## src/rtl/led_band_pkg.sv

```systemverilog
// Shared definitions for the LED band grayscale sequencer.
//   state_t       : sequencer FSM states (PRE_LATCH/POST_LATCH only reached
//                   in builds with LATCH_BLANK_EN defined)
//   gs_bits()     : number of bits shifted per channel (data bits + LSB pad)
//   BIT_SEL_WIDTH : width of the bit select driven to the GS bit-mux
package led_band_pkg;

  typedef enum logic [2:0] {
    IDLE       = 3'd0,
    FETCH      = 3'd1,
    SHIFT      = 3'd2,
    PRE_LATCH  = 3'd3,
    LATCH      = 3'd4,
    POST_LATCH = 3'd5
  } state_t;

  localparam int unsigned BIT_SEL_WIDTH = 4;

  function automatic int unsigned gs_bits(input int unsigned bit_per_color);
    return bit_per_color + 1;
  endfunction

endpackage

```

## src/rtl/led_band_gs_sequencer.sv

```systemverilog
// Grayscale frame-load sequencer for a daisy-chained LED-driver band.
// Walks channels NB_CHANNELS-1 down to 0, addresses each channel word in
// frame RAM (1-cycle read latency), steps bit_sel MSB-first down to the pad
// bit for the downstream GS bit-mux, and generates SCLK and XLAT.
//
// Optional feature macro: LATCH_BLANK_EN adds the BLANK output together with
// one pre-latch and one post-latch cycle framing XLAT.
//
// Ports:
//   clk        system clock
//   nrst       asynchronous active-low reset
//   start      frame-load request, only honoured while idle
//   slice_idx  slice to load, captured with start
//   busy       high from the cycle after start is accepted through the latch
//   done       one-cycle pulse in the first idle cycle after a frame
//   r_addr     frame RAM address {slice, channel}, registered
//   bit_sel    bit select to the GS bit-mux (0 selects the pad bit)
//   SCLK       band shift clock, registered
//   XLAT       band latch pulse, registered
//   BLANK      band blank, high around XLAT (LATCH_BLANK_EN only)
module led_band_gs_sequencer
  import led_band_pkg::*;
#(
  parameter int unsigned BIT_PER_COLOR = 8,
  parameter int unsigned NB_CHANNELS   = 48,
  parameter int unsigned CH_WIDTH      = 6,
  parameter int unsigned SLICE_WIDTH   = 8
) (
  input  logic                            clk,
  input  logic                            nrst,
  input  logic                            start,
  input  logic [SLICE_WIDTH-1:0]          slice_idx,
  output logic                            busy,
  output logic                            done,
  output logic [SLICE_WIDTH+CH_WIDTH-1:0] r_addr,
  output logic [BIT_SEL_WIDTH-1:0]        bit_sel,
  output logic                            SCLK,
  output logic                            XLAT
`ifdef LATCH_BLANK_EN
  ,
  output logic                            BLANK
`endif
);

  if (gs_bits(BIT_PER_COLOR) > 16) begin : g_bpc_check
    $error("BIT_PER_COLOR must not exceed 15");
  end
  if (NB_CHANNELS > (2 ** CH_WIDTH)) begin : g_ch_check
    $error("NB_CHANNELS does not fit in CH_WIDTH");
  end

  localparam logic [BIT_SEL_WIDTH-1:0] TOP_BIT = BIT_SEL_WIDTH'(BIT_PER_COLOR);
  localparam logic [CH_WIDTH-1:0]      LAST_CH = CH_WIDTH'(NB_CHANNELS - 1);

  state_t              state;
  state_t              state_n;
  logic [CH_WIDTH-1:0] ch;
  logic                bit_end;

  assign ch      = r_addr[CH_WIDTH-1:0];
  // Last cycle of a channel: SCLK=1 phase of the pad bit.
  assign bit_end = (state == SHIFT) && SCLK && (bit_sel == '0);

  always_comb begin
    state_n = state;
    case (state)
      IDLE:  if (start) state_n = FETCH;
      FETCH: state_n = SHIFT;
      SHIFT: begin
        if (bit_end) begin
          if (ch != '0) begin
            state_n = FETCH;
          end else begin
`ifdef LATCH_BLANK_EN
            state_n = PRE_LATCH;
`else
            state_n = LATCH;
`endif
          end
        end
      end
`ifdef LATCH_BLANK_EN
      PRE_LATCH:  state_n = LATCH;
      LATCH:      state_n = POST_LATCH;
      POST_LATCH: state_n = IDLE;
`else
      LATCH:      state_n = IDLE;
`endif
      default:    state_n = IDLE;
    endcase
  end

  // Status/strobe outputs are registered from the next state so they line up
  // with the state they describe.
  always_ff @(posedge clk or negedge nrst) begin
    if (!nrst) begin
      state   <= IDLE;
      busy    <= 1'b0;
      done    <= 1'b0;
      r_addr  <= '0;
      bit_sel <= '0;
      SCLK    <= 1'b0;
      XLAT    <= 1'b0;
`ifdef LATCH_BLANK_EN
      BLANK   <= 1'b1;
`endif
    end else begin
      state <= state_n;
      busy  <= (state_n != IDLE);
      done  <= (state != IDLE) && (state_n == IDLE);
      XLAT  <= (state_n == LATCH);
`ifdef LATCH_BLANK_EN
      BLANK <= (state_n == PRE_LATCH) || (state_n == LATCH) ||
               (state_n == POST_LATCH);
`endif

      // SCLK toggles through SHIFT; it is 0 entering SHIFT and returns to 0
      // after the pad bit's high phase.
      SCLK <= (state == SHIFT) ? ~SCLK : 1'b0;

      if (state == FETCH) begin
        bit_sel <= TOP_BIT;
      end else if ((state == SHIFT) && SCLK && (bit_sel != '0)) begin
        bit_sel <= bit_sel - 1'b1;
      end

      if ((state == IDLE) && start) begin
        r_addr <= {slice_idx, LAST_CH};
      end else if (bit_end && (ch != '0)) begin
        r_addr[CH_WIDTH-1:0] <= ch - CH_WIDTH'(1);
      end
    end
  end

endmodule
```

## config.mk

```make
export PLATFORM = sky130hd
export DESIGN_NAME = led_band_gs_sequencer
export DESIGN_NICKNAME = d
export VERILOG_FILES = /design/src/rtl/led_band_pkg.sv /design/src/rtl/led_band_gs_sequencer.sv
export SDC_FILE = /design/constraint.sdc
export NUM_CORES = 1
export LEC_CHECK = 0
export CORE_MARGIN = 5
export CORE_UTILIZATION = 30
export CTS_BUF_LIST = sky130_fd_sc_hd__clkbuf_4 sky130_fd_sc_hd__clkbuf_8 sky130_fd_sc_hd__clkbuf_16
export CTS_CLUSTER_SIZE = 28
export DETAILED_ROUTE_END_ITERATION = 7
export GPL_TIMING_DRIVEN = 0
export PLACE_DENSITY_LB_ADDON = 0.1
export SETUP_SLACK_MARGIN = 0.5
export SLEW_MARGIN = 10
export SYNTH_ARGS = -nofsm -noshare
export SYNTH_HDL_FRONTEND = slang
export SYNTH_SLANG_ARGS = --single-unit
```

## constraint.sdc

```tcl
create_clock -name clk -period 1.7 [get_ports clk]
set_clock_uncertainty 0.2 [all_clocks]
set_input_delay 0.34 -clock clk [delete_from_list [all_inputs] [get_ports clk]]
set_output_delay 0.34 -clock clk [all_outputs]
set_load 0.01 [all_outputs]
```

Yosys cells after proc, flatten, opt, wreduce, memory -nomap -nowiden
Index checks and enable logic that the tools add are counted. W data, S select, Z words.

Output and inout bits: 22. Bits in writable memories: 0. Flip-flop bits (word level): 25. Memories kept: 0. Bits in latches: 0. Logic and storage cells: 38. Memory bits (read-only): 0.

Shift operators: 0. Bitwise gates (word level): 1. Mux-type cells: 9. $lt $le $gt $ge: 0. Multiply operators: 0. Add/sub/neg operators: 2. Reductions and logical operators: 15. Divide/modulo/power cells: 0. Equality and inequality tests: 3.

Operators with widths (number): $mux W6 (2); $mux W3 (3); $pmux W3 S3 (1); $mux W4 (2); $logic_and A1 B1 Y1 (6); $logic_not A3 Y1 (2); $reduce_bool A3 Y1 (2); $reduce_bool A6 Y1 (1); $sub A6 B1 Y6 const B (1); $logic_not A4 Y1 (1); $reduce_bool A2 Y1 (2); $reduce_bool A4 Y1 (1); $sub A4 B1 Y4 const B (1); $eq A3 B1 Y1 const B (1); $eq A3 B2 Y1 const B (1); $eq A3 B3 Y1 const B (1); $mux W1 (1); $not A1 Y1 (1).

Logic depth before layout (Yosys ltp)
Gate-level depths: netlist of run 1.

Depth after elaboration: 7. Mapped depth: 6. Gate-level depth less buffers: 6.

Worst setup path after synthesis of run 1
Ideal clock, no wire load.

Kind: register -> register. From: register state[0]. To: register bit_sel[3]. Setup slack: -178 ps. Data required time: 1421 ps. Period minus slack after synthesis: 1878 ps. Path buffers: 1. Arrival time: 1598 ps. Library setup time: 79 ps. Stages on the path, launching flop included: 6. Cell sequence: dfrtp_1 or3b_1 buf_6 a211o_4 nor4_4 mux2i_1.

Longest elaborated chain between the ends: 4.

Ends and longest elaborated chain: start, declared (line led_band_gs_sequencer.sv:55) `state_t state;`; start signal, assigned (line led_band_gs_sequencer.sv:108) `state <= state_n;`; $eq A3 B2 Y1 (line led_band_gs_sequencer.sv:123) `end else if ((state == SHIFT) && SCLK && (bit_sel != '0)) begin`; $logic_and A1 B1 Y1 (2 in a row) (line led_band_gs_sequencer.sv:123); $reduce_bool A2 Y1 (no source line); end signal, assigned (line led_band_gs_sequencer.sv:124) `bit_sel <= bit_sel - 1'b1;`; end, declared (line led_band_gs_sequencer.sv:36) `output logic [BIT_SEL_WIDTH-1:0] bit_sel,`.

Parallel ways exist; a longest one is shown, timed or not. A chain may end at the register's enable or synchronous reset.

Worst setup path in the final report of run 1
Same ends and word-level chain as after synthesis.

==> results of run 1 <==
layout by cell type (no fill, tap or decap), types with 2 or more instances in the layout:
cell and instances:
a21oi_1 3, inv_2 4, o21ai_1 2, buf_6 28
buf_2 13, dfrtp_1 17, o211ai_1 2, nand2_1 19
o21ai_2 4, nand2_2 11, a211o_4 2, a31oi_1 2
buf_4 26, clkdlybuf4s50_1 9, nor3_4 2, nor2_1 3
inv_1 3, clkbuf_8 5, nand3_2 3, dfrtp_2 8
ha_4 2
report_power, final:
part	leakage [nW]	switching (mW)	internal, mW	total (mW)
Combinational	0.677	0.0408	0.0568	0.0976
Clock	0.0217	0.208	0.167	0.375
Sequential	0.294	0.00818	0.607	0.615
state kept, by name (all words and copies together), names as in the netlist:
name / count
XLAT: 1
bit_sel: 4
busy: 1
r_addr: 14
done: 1
state: 3
SCLK: 1
worst max-delay path, cell delays in order, from the launching register on:
cell     delay (ps)
dfrtp_1         400
or3b_1          390
buf_6           140
a211o_4         300
nor4_4          150
mux2i_1         200
synthesized netlist by cell type (2+ instances only):
cell type,n,area share (%)
a21oi_1,3,1.3
a31oi_1,2,1.1
dfrtp_1,25,56
ha_1,2,2.2
inv_1,7,2.4
nand2_1,31,10
nand3_1,4,1.8
nor2_1,5,1.7
nor3_1,4,1.8
o211ai_1,2,1.3
o21ai_0,4,1.8
o21ai_1,2,0.90
routing by layer:
layer	part of all wire [%]	vias up
li1	-	538
met5	0	-
met4	1.8	0
met1	43	539
met2	50	26
met3	4.9	9
worst max-delay path by stage:
stage	slack, ps	depth (start not counted)	end
floorplan	-110	5	bit_sel[3]
global placement	-480	4	r_addr[2]
detailed placement	-480	4	r_addr[2]
CTS	-140	5	bit_sel[3]
global route	-210	5	bit_sel[3]
finish	-160	5	bit_sel[3]
logic make-up (layout without fill, tap and decap cells):
family	count (synthesis)	in the layout	synth area share, %
AND/OR/NAND/NOR	53	53	24.13
flip-flops	25	25	56.12
AO/OA/AOI/OAI	19	19	12.91
buffers and inverters	9	91	3.704
adder cells (fa/ha/maj)	2	2	2.244
multiplexers	1	1	0.8979
stage by stage:
step                      total power [mW]  hold WS, ps
after floorplan                     0.6428       -155.6
after global placement              0.7049        258.6
after detailed placement            0.7061        266.2
after CTS                            1.088       -12.29
after global routing                 1.131        19.32
final                                1.087       -36.67
final cells by class:
| type | count | area share, % |
|---|---|---|
| sequential | 25 | 30.04 |
| inverter | 7 | 1.242 |
| buffer | 2 | 1.183 |
| multi-input combinational | 75 | 29.33 |
| clock inverter | 1 | 0.3548 |
| timing repair buffer | 78 | 33.06 |
| tap | 48 | 2.839 |
| clock buffer | 3 | 1.952 |
repair_timing:
item,4_1_cts,5_1_grt
buffers inserted,39,6
hold endpoints to repair,19,0
pin swaps,15,10
gates resized for setup,143,16
gates cloned,1,0
setup endpoints to repair,71,46
==> results.py, run 1 <==
metrics = {
    "clock_tree": {
        "tritoncts": "yes",
        "cts.clk_slew.worst_paths_ps": 100,
        "cts_num_sinks": 25,
        "h-tree-depth": 1,
        "clk_root_buffer_cell": "clkbuf_8",
        "clockBufferDepth": 2,
        "insertion_delay_ps": 280,
        "cts_buffers": 3,
    },
    "global_routing": {
        "overflow": 0,
        "grt_util_met2_pct": 24.20,
        "grt_start_max_net_pins": 26,
        "antenna_found_initial": 0,
        "gr-usage-all-layers_pct": 13.96,
        "grt_pass1_wl_um": 5492,
        "busiest_layer": "met2",
        "grt.met1_usage_pct": 16.65,
        "grtUsageMet3_pct": 3.977,
        "grt_pass1_vias": 1140,
    },
    "synthesis": {
        "syn_inst": 109,
        "syn_nets": 122,
        "synth_ff_type": "dfrtp_1",
        "async_flop_share_pct": 100.0,
        "synth_cell_type_count": 30,
        "synth_seq_cells": 25,
        "yosysWarnings": 0,
        "syn_area_per_cell_sq_um": 10.23,
        "synth_area_sq_um": 1115,
        "synth_edf_count": 0,
        "yosysSeqAreaShare_pct": 56.12,
    },
    "layout": {
        "register_area_sq_um": 635.6,
        "multi_input_area_sq_um": 620.6,
        "final_cell_area_sq_um": 2116,
        "fill_cells": 322,
        "post-route-util_pct": 58.23,
        "drive_gt1_share_pct": 63.87,
        "final_cells": 239,
        "area.growth.synth_to_final_pct": 89.79,
        "antenna_cells": 0,
        "layout.nets": 205,
    },
    "critical_path": {
        "arrival_ps": 1870,
        "startpoint": "state[0]",
        "r2r_cells": 5,
        "r2r-start": "state[0]",
        "crit_fanout": 5,
        "critical_path_class": "register to register",
        "reg2reg_to": "bit_sel[3]",
        "r2r_slack_ps": -160,
        "start_kind": "register",
        "crit_required_ps": 1720,
        "setup.worst_path.end_class": "register",
    },
    "placement": {
        "io_buffers": 32,
        "placed_area_sq_um": 1551,
        "gp_congestion": 0.7506,
        "dp_hpwl_um": 1784,
        "dp_cells": 189,
        "dpl_worst_slack_ps": -478.6,
    },
    "route": {
        "ant_nets": 0,
        "dr.pass1.iters": 4,
        "drt_iter0_drc": 63,
        "post_drt_via_cell_ratio": 4.653,
        "wl_per_cell_um": 14.03,
        "vias": 1112,
        "drc": 0,
        "wl_um": 3354,
    },
    "timing": {
        "slew_viol_final": 0,
        "fin_tns_setup_ps": -1532,
        "worstMarginPinSlew_ps": 652.9,
        "fmax_ghz": 0.5386,
        "hold_slack_ps": -36.67,
        "period_minus_slack_ps": 1857,
        "setup-violations-final": 22,
        "finalWorstSetupSlack_ps": -156.6,
        "rsz0062_at_grt": "true",
        "finalHoldViolations": 25,
        "relSlewSlack_pct": 56.48,
        "timing.final.crit_share_pct": 109.2,
    },
    "outcome": {
        "outcome": "finished, violations left",
        "violations": "hold timing, setup timing",
    },
    "floorplanning": {
        "die_y_um": 70.96,
        "die_width_um": 70.96,
        "rows": 22,
        "coreArea_sq_um": 3633,
        "initial_core_util_pct": 30.68,
        "die-area_sq_um": 5035,
        "io-pin-count": 33,
    },
    "power_and_ir_drop": {
        "vdd_drop_max_mv": 0.4779,
        "power_density_nw_per_um2": 513.7,
        "power.leakage_nw": 0.9925,
    },
    "run": {
        "drv_cap": 0,
    },
    "worst_hold_path": {
        "hold_class": "primary input to async pin",
    },
}
(Power assumes the default switching activity.)
==> run 2: changes to the inputs <==
--- a/config.mk
+++ b/config.mk
@@ -5,7 +5,7 @@
 export SDC_FILE = /design/constraint.sdc
 export NUM_CORES = 1
 export LEC_CHECK = 0
-export CORE_MARGIN = 5
+export CORE_MARGIN = 4
 export CORE_UTILIZATION = 30
 export CTS_BUF_LIST = sky130_fd_sc_hd__clkbuf_4 sky130_fd_sc_hd__clkbuf_8 sky130_fd_sc_hd__clkbuf_16
 export CTS_CLUSTER_SIZE = 28
==> run 2 against run 1 <==
Against the previous run:
- the flow still finishes with violations (hold timing, setup timing)
- die area shrank 5.6%
- setup slack lost 16 ps
- global-route usage about the same
- largest power group unchanged
==> results.py, run 2 (synthesized netlist as in run 1, its figures left out) <==
metrics = {
    "route": {
        "drt_iter0_drc": 32,
        "vias": 1084,
        "post_drt_via_cell_ratio": 4.693,
        "drc": 0,
        "wl_per_cell_um": 13.06,
        "dr.pass1.iters": 4,
        "ant_nets": 0,
        "wl_um": 3018,
    },
    "critical_path": {
        "startpoint": "state[0]",
        "start_kind": "register",
        "cp_top_family": "simple AND/OR/NAND/NOR gates",
        "crit_required_ps": 1690,
        "critPathBufInv": 1,
        "setup.worst_path.end_class": "register",
        "critical_path_class": "register to register",
        "cp.depth": 5,
        "r2r_slack_ps": -170,
        "reg2reg_to": "bit_sel[3]",
        "critPathSlowestCell": "dfrtp_2",
        "cpPeakStageDelay_ps": 420,
        "crit_fanout": 4,
        "cp_cell_sequence": "or3b_1, buf_6, a211o_4, nor4_4, mux2i_1",
        "r2r_cells": 5,
        "r2r-start": "state[0]",
        "cp-endpoint": "bit_sel[3]",
        "arrival_ps": 1860,
    },
    "floorplanning": {
        "coreArea_sq_um": 3468,
        "io-pin-count": 33,
        "initial_core_util_pct": 32.14,
        "die-area_sq_um": 4755,
        "die_y_um": 68.96,
        "die_width_um": 68.96,
        "rows": 21,
    },
    "layout": {
        "area.growth.synth_to_final_pct": 79.01,
        "multi_input_area_sq_um": 579.3,
        "layout.nets": 199,
        "largest_reg_flops": 14,
        "final_cell_area_sq_um": 1996,
        "final_cell_mix": "nand2_1, buf_6, buf_4, dfrtp_1, buf_2",
        "top_regs": "r_addr x14, bit_sel x4, state x3",
        "antenna_cells": 0,
        "mostFrequentLayoutCell": "nand2_1",
        "register_area_sq_um": 635.6,
        "drive_gt1_share_pct": 57.84,
        "fill_cells": 330,
        "regMostFlops": "r_addr",
    },
    "power_and_ir_drop": {
        "power_mw": 1.065,
        "power_density_nw_per_um2": 533.7,
        "power.leakage_nw": 0.9392,
        "vdd_drop_max_mv": 0.3157,
    },
    "run": {
        "drv_cap": 0,
    },
    "timing": {
        "setup-violations-final": 10,
        "finalHoldViolations": 25,
        "fin_tns_setup_ps": -1111,
        "finalWorstSetupSlack_ps": -172.4,
        "fmax_ghz": 0.5341,
        "relSlewSlack_pct": 57.42,
        "worstMarginPinSlew_ps": 638.6,
        "rsz0062_at_grt": "true",
        "period_minus_slack_ps": 1872,
        "slew_viol_final": 0,
        "hold_slack_ps": -17.86,
        "timing.final.crit_share_pct": 110.1,
    },
    "clock_tree": {
        "clk_root_buffer_cell": "clkbuf_8",
        "tritoncts": "yes",
        "cts_num_sinks": 25,
        "clockBufferDepth": 2,
        "cts.clk_slew.worst_paths_ps": 90,
        "hold_buffers": 0,
        "h-tree-depth": 1,
        "insertion_delay_ps": 260,
        "cts_buffers": 3,
    },
    "global_routing": {
        "gr-usage-all-layers_pct": 13.93,
        "antenna_found_initial": 0,
        "grt_pass1_vias": 1099,
        "grt_start_max_net_pins": 26,
        "overflow": 0,
        "grt_pass1_wl_um": 4954,
    },
    "placement": {
        "dp_hpwl_um": 1773,
        "io_buffers": 32,
        "gp_congestion": 0.7706,
        "placed_area_sq_um": 1549,
    },
    "outcome": {
        "outcome": "finished, violations left",
        "violations": "hold timing, setup timing",
    },
    "worst_hold_path": {
        "hold_class": "primary input to async pin",
    },
}
run 2: worst min path at each step:
stage,startpoint,to,slack [ps]
after CTS,nrst,r_addr[10],9
after detailed placement,r_addr[12],r_addr[12],260
final,nrst,r_addr[10],-20
after global routing,nrst,done,30
after global placement,r_addr[8],r_addr[8],260
after floorplan,nrst,SCLK,-160
run 2: final cells by class:
type                       count  share of cell area (%)
multi-input combinational     75                   29.03
buffer                         2                   1.317
clock buffer                   4                   2.445
inverter                       7                   1.317
tap                           46                   2.884
timing repair buffer          72                   31.16
sequential                    25                   31.85
run 2: power breakdown:
part / switching, mW / internal [mW]
clock network: 0.180 / 0.183
logic: 0.0383 / 0.0509
registers: 0.00630 / 0.606
total: 0.225 / 0.840
run 2: metal layers:
metal	GRT usage, %	part of all wire [%]
met1	17.67	42
met2	24.29	51
met3	2.269	6.0
met4	3.893	0.63
met5	0	0
run 2: per-stage QoR:
| step | cells | setup WS, ps | util [%] |
|---|---|---|---|
| 4_1_cts | 222 | -200.0 | 53.82 |
| 2_1_floorplan | 109 | -113.0 | - |
| 3_3_place_gp | 187 | -482.1 | 44.66 |
| 5_1_grt | 231 | -271.8 | 57.54 |
| 3_5_place_dp | 187 | -506.7 | 44.66 |
| 6_report | 231 | -172.4 | 57.54 |
run 2: timing repair:
| item | in CTS | in global routing |
|---|---|---|
| cloned | 0 | 0 |
| resized for setup | 119 | 24 |
| buffers inserted | 31 | 9 |
| endpoints found under the setup margin | 71 | 47 |
| pin swaps | 15 | 7 |
==> run 3: changes to the inputs <==
--- a/config.mk
+++ b/config.mk
@@ -6,7 +6,7 @@
 export NUM_CORES = 1
 export LEC_CHECK = 0
 export CORE_MARGIN = 4
-export CORE_UTILIZATION = 30
+export CORE_UTILIZATION = 41
 export CTS_BUF_LIST = sky130_fd_sc_hd__clkbuf_4 sky130_fd_sc_hd__clkbuf_8 sky130_fd_sc_hd__clkbuf_16
 export CTS_CLUSTER_SIZE = 28
 export DETAILED_ROUTE_END_ITERATION = 7
==> run 3 against run 2 <==
Against the previous run:
- the run still ends with hold timing, setup timing left
- via count grew 5.6%
- hold slack lost 87 ps
- final area grew 5.8%
==> results.py, run 3 (synthesized netlist as in run 1, its figures left out) <==
metrics = {
    "worst_hold_path": {
        "hold_class": "primary input to async pin",
    },
    "placement": {
        "placed_area_sq_um": 1529,
        "dp_hpwl_um": 1799,
        "gp_congestion": 0.6732,
        "io_buffers": 32,
        "dpl_worst_slack_ps": -425.1,
    },
    "global_routing": {
        "grtUsageMet3_pct": 3.672,
        "grt.met1_usage_pct": 23.17,
        "grt_pass1_wl_um": 4968,
        "overflow": 0,
        "antenna_found_initial": 0,
        "grt_start_max_net_pins": 26,
        "grt_pass1_vias": 1107,
        "busiest_layer": "met2",
        "grt_util_met2_pct": 32.41,
        "gr-usage-all-layers_pct": 18.76,
    },
    "clock_tree": {
        "tritoncts": "yes",
        "clockBufferDepth": 2,
        "cts.clk_slew.worst_paths_ps": 140,
        "h-tree-depth": 1,
        "insertion_delay_ps": 330,
        "cts_num_sinks": 25,
        "cts_buffers": 3,
        "clk_root_buffer_cell": "clkbuf_4",
    },
    "power_and_ir_drop": {
        "pwr-share-clk_pct": 28.2,
        "p_int_mw": 0.7523,
        "vdd_drop_max_mv": 0.6071,
        "p_switching_mw": 0.2406,
        "power_density_nw_per_um2": 470.1,
        "swShare_pct": 24.23,
        "combPwrFrac_pct": 10.0,
        "pwr-share-seq_pct": 61.9,
        "power.leakage_nw": 1.023,
    },
    "layout": {
        "top_regs": "r_addr x14, bit_sel x4, state x3",
        "largest_reg_flops": 14,
        "final_cell_mix": "buf_6, buf_4, nand2_1, dfrtp_1, buf_2",
        "layout.nets": 210,
        "antenna_cells": 0,
        "drive_gt1_share_pct": 64.29,
        "final_cell_area_sq_um": 2112,
        "area.growth.synth_to_final_pct": 89.45,
        "regMostFlops": "r_addr",
    },
    "timing": {
        "worstMarginPinSlew_ps": 627.6,
        "rsz0062_at_grt": "true",
        "finalWorstSetupSlack_ps": -212.4,
        "period_minus_slack_ps": 1912,
        "slew_viol_final": 0,
        "timing.final.crit_share_pct": 112.5,
        "relSlewSlack_pct": 58.16,
        "fmax_ghz": 0.5229,
        "hold_slack_ps": -104.6,
        "setup-violations-final": 11,
        "finalHoldViolations": 25,
        "fin_tns_setup_ps": -1351,
    },
    "floorplanning": {
        "die_width_um": 60.15,
        "die-area_sq_um": 3617,
        "initial_core_util_pct": 43.81,
        "coreArea_sq_um": 2545,
        "rows": 18,
        "die_y_um": 60.15,
        "io-pin-count": 33,
    },
    "critical_path": {
        "setup.worst_path.end_class": "register",
        "start_kind": "register",
        "crit_required_ps": 1760,
        "critical_path_class": "register to register",
        "arrival_ps": 1970,
        "crit_fanout": 6,
    },
    "outcome": {
        "outcome": "finished, violations left",
        "violations": "hold timing, setup timing",
    },
    "route": {
        "wl_um": 3681,
        "drt_iter0_drc": 29,
        "ant_nets": 0,
        "drc": 0,
        "vias": 1145,
        "wl_per_cell_um": 16.29,
        "post_drt_via_cell_ratio": 5.066,
        "dr.pass1.iters": 4,
    },
    "run": {
        "drv_cap": 0,
    },
}
-- run 3: cell type report --
cell class / instances / area (sq um)
Buffer: 2 / 30.03
Clock buffer: 3 / 22.52
Clock inverter: 1 / 5.005
Fill cell: 141 / 432.9
Inverter: 7 / 26.28
Multi-Input combinational cell: 75 / 615.6
Sequential cell: 25 / 636.9
Tap cell: 30 / 37.54
Timing Repair Buffer: 83 / 738.2
-- run 3: through the flow --
step / util (%) / total power [mW] / instances
finish: 82.99 / 0.9929 / 226
global route: 82.99 / 1.027 / 226
CTS: 74.43 / 0.9721 / 207
detailed placement: 60.08 / 0.7054 / 171
global placement: 60.08 / 0.7035 / 171
floorplan: - / 0.6428 / 109
-- run 3: timing repair --
item / in CTS / in global routing
endpoints found under the hold margin: 25 / 25
setup endpoints to repair: 71 / 46
pin swaps: 13 / 13
buffers inserted: 32 / 19
resized for setup: 140 / 24
-- run 3: final timing paths --
path | from | slack (ps) | cells past startpoint | endpoint
max in group asynchronous | nrst | 960 | 1 | bit_sel[0]
worst min register to register | r_addr[8] | 290 | 2 | r_addr[8]
worst max register to register | state[0] | -210 | 5 | bit_sel[3]
min in group clk | r_addr[8] | 290 | 2 | r_addr[8]
worst max-delay path | state[0] | -210 | 5 | bit_sel[3]
worst min-delay path | nrst | -100 | 1 | done
-- run 3: power by group through the flow --
stage / sequential, mW / clock (mW) / combinational, mW
global route: 0.616 / 0.304 / 0.107
detailed placement: 0.627 / 0 / 0.0781
floorplan: 0.633 / 0 / 0.0102
finish: 0.614 / 0.280 / 0.0989
global placement: 0.626 / 0 / 0.0770
CTS: 0.614 / 0.280 / 0.0786
-- run 3: critical path, cell delays in order, from the launching register on --
cell and delay [ps]:
dfrtp_1 430, or3b_4 380, buf_8 140, a211o_4 290, nor4_4 180, mux2i_1 210
-- run 3: metal layers --
layer / share of wire, % / up-vias
li1: - / 551
met1: 41 / 542
met2: 52 / 41
met3: 5.1 / 11
met4: 2.6 / 0
met5: 0 / -
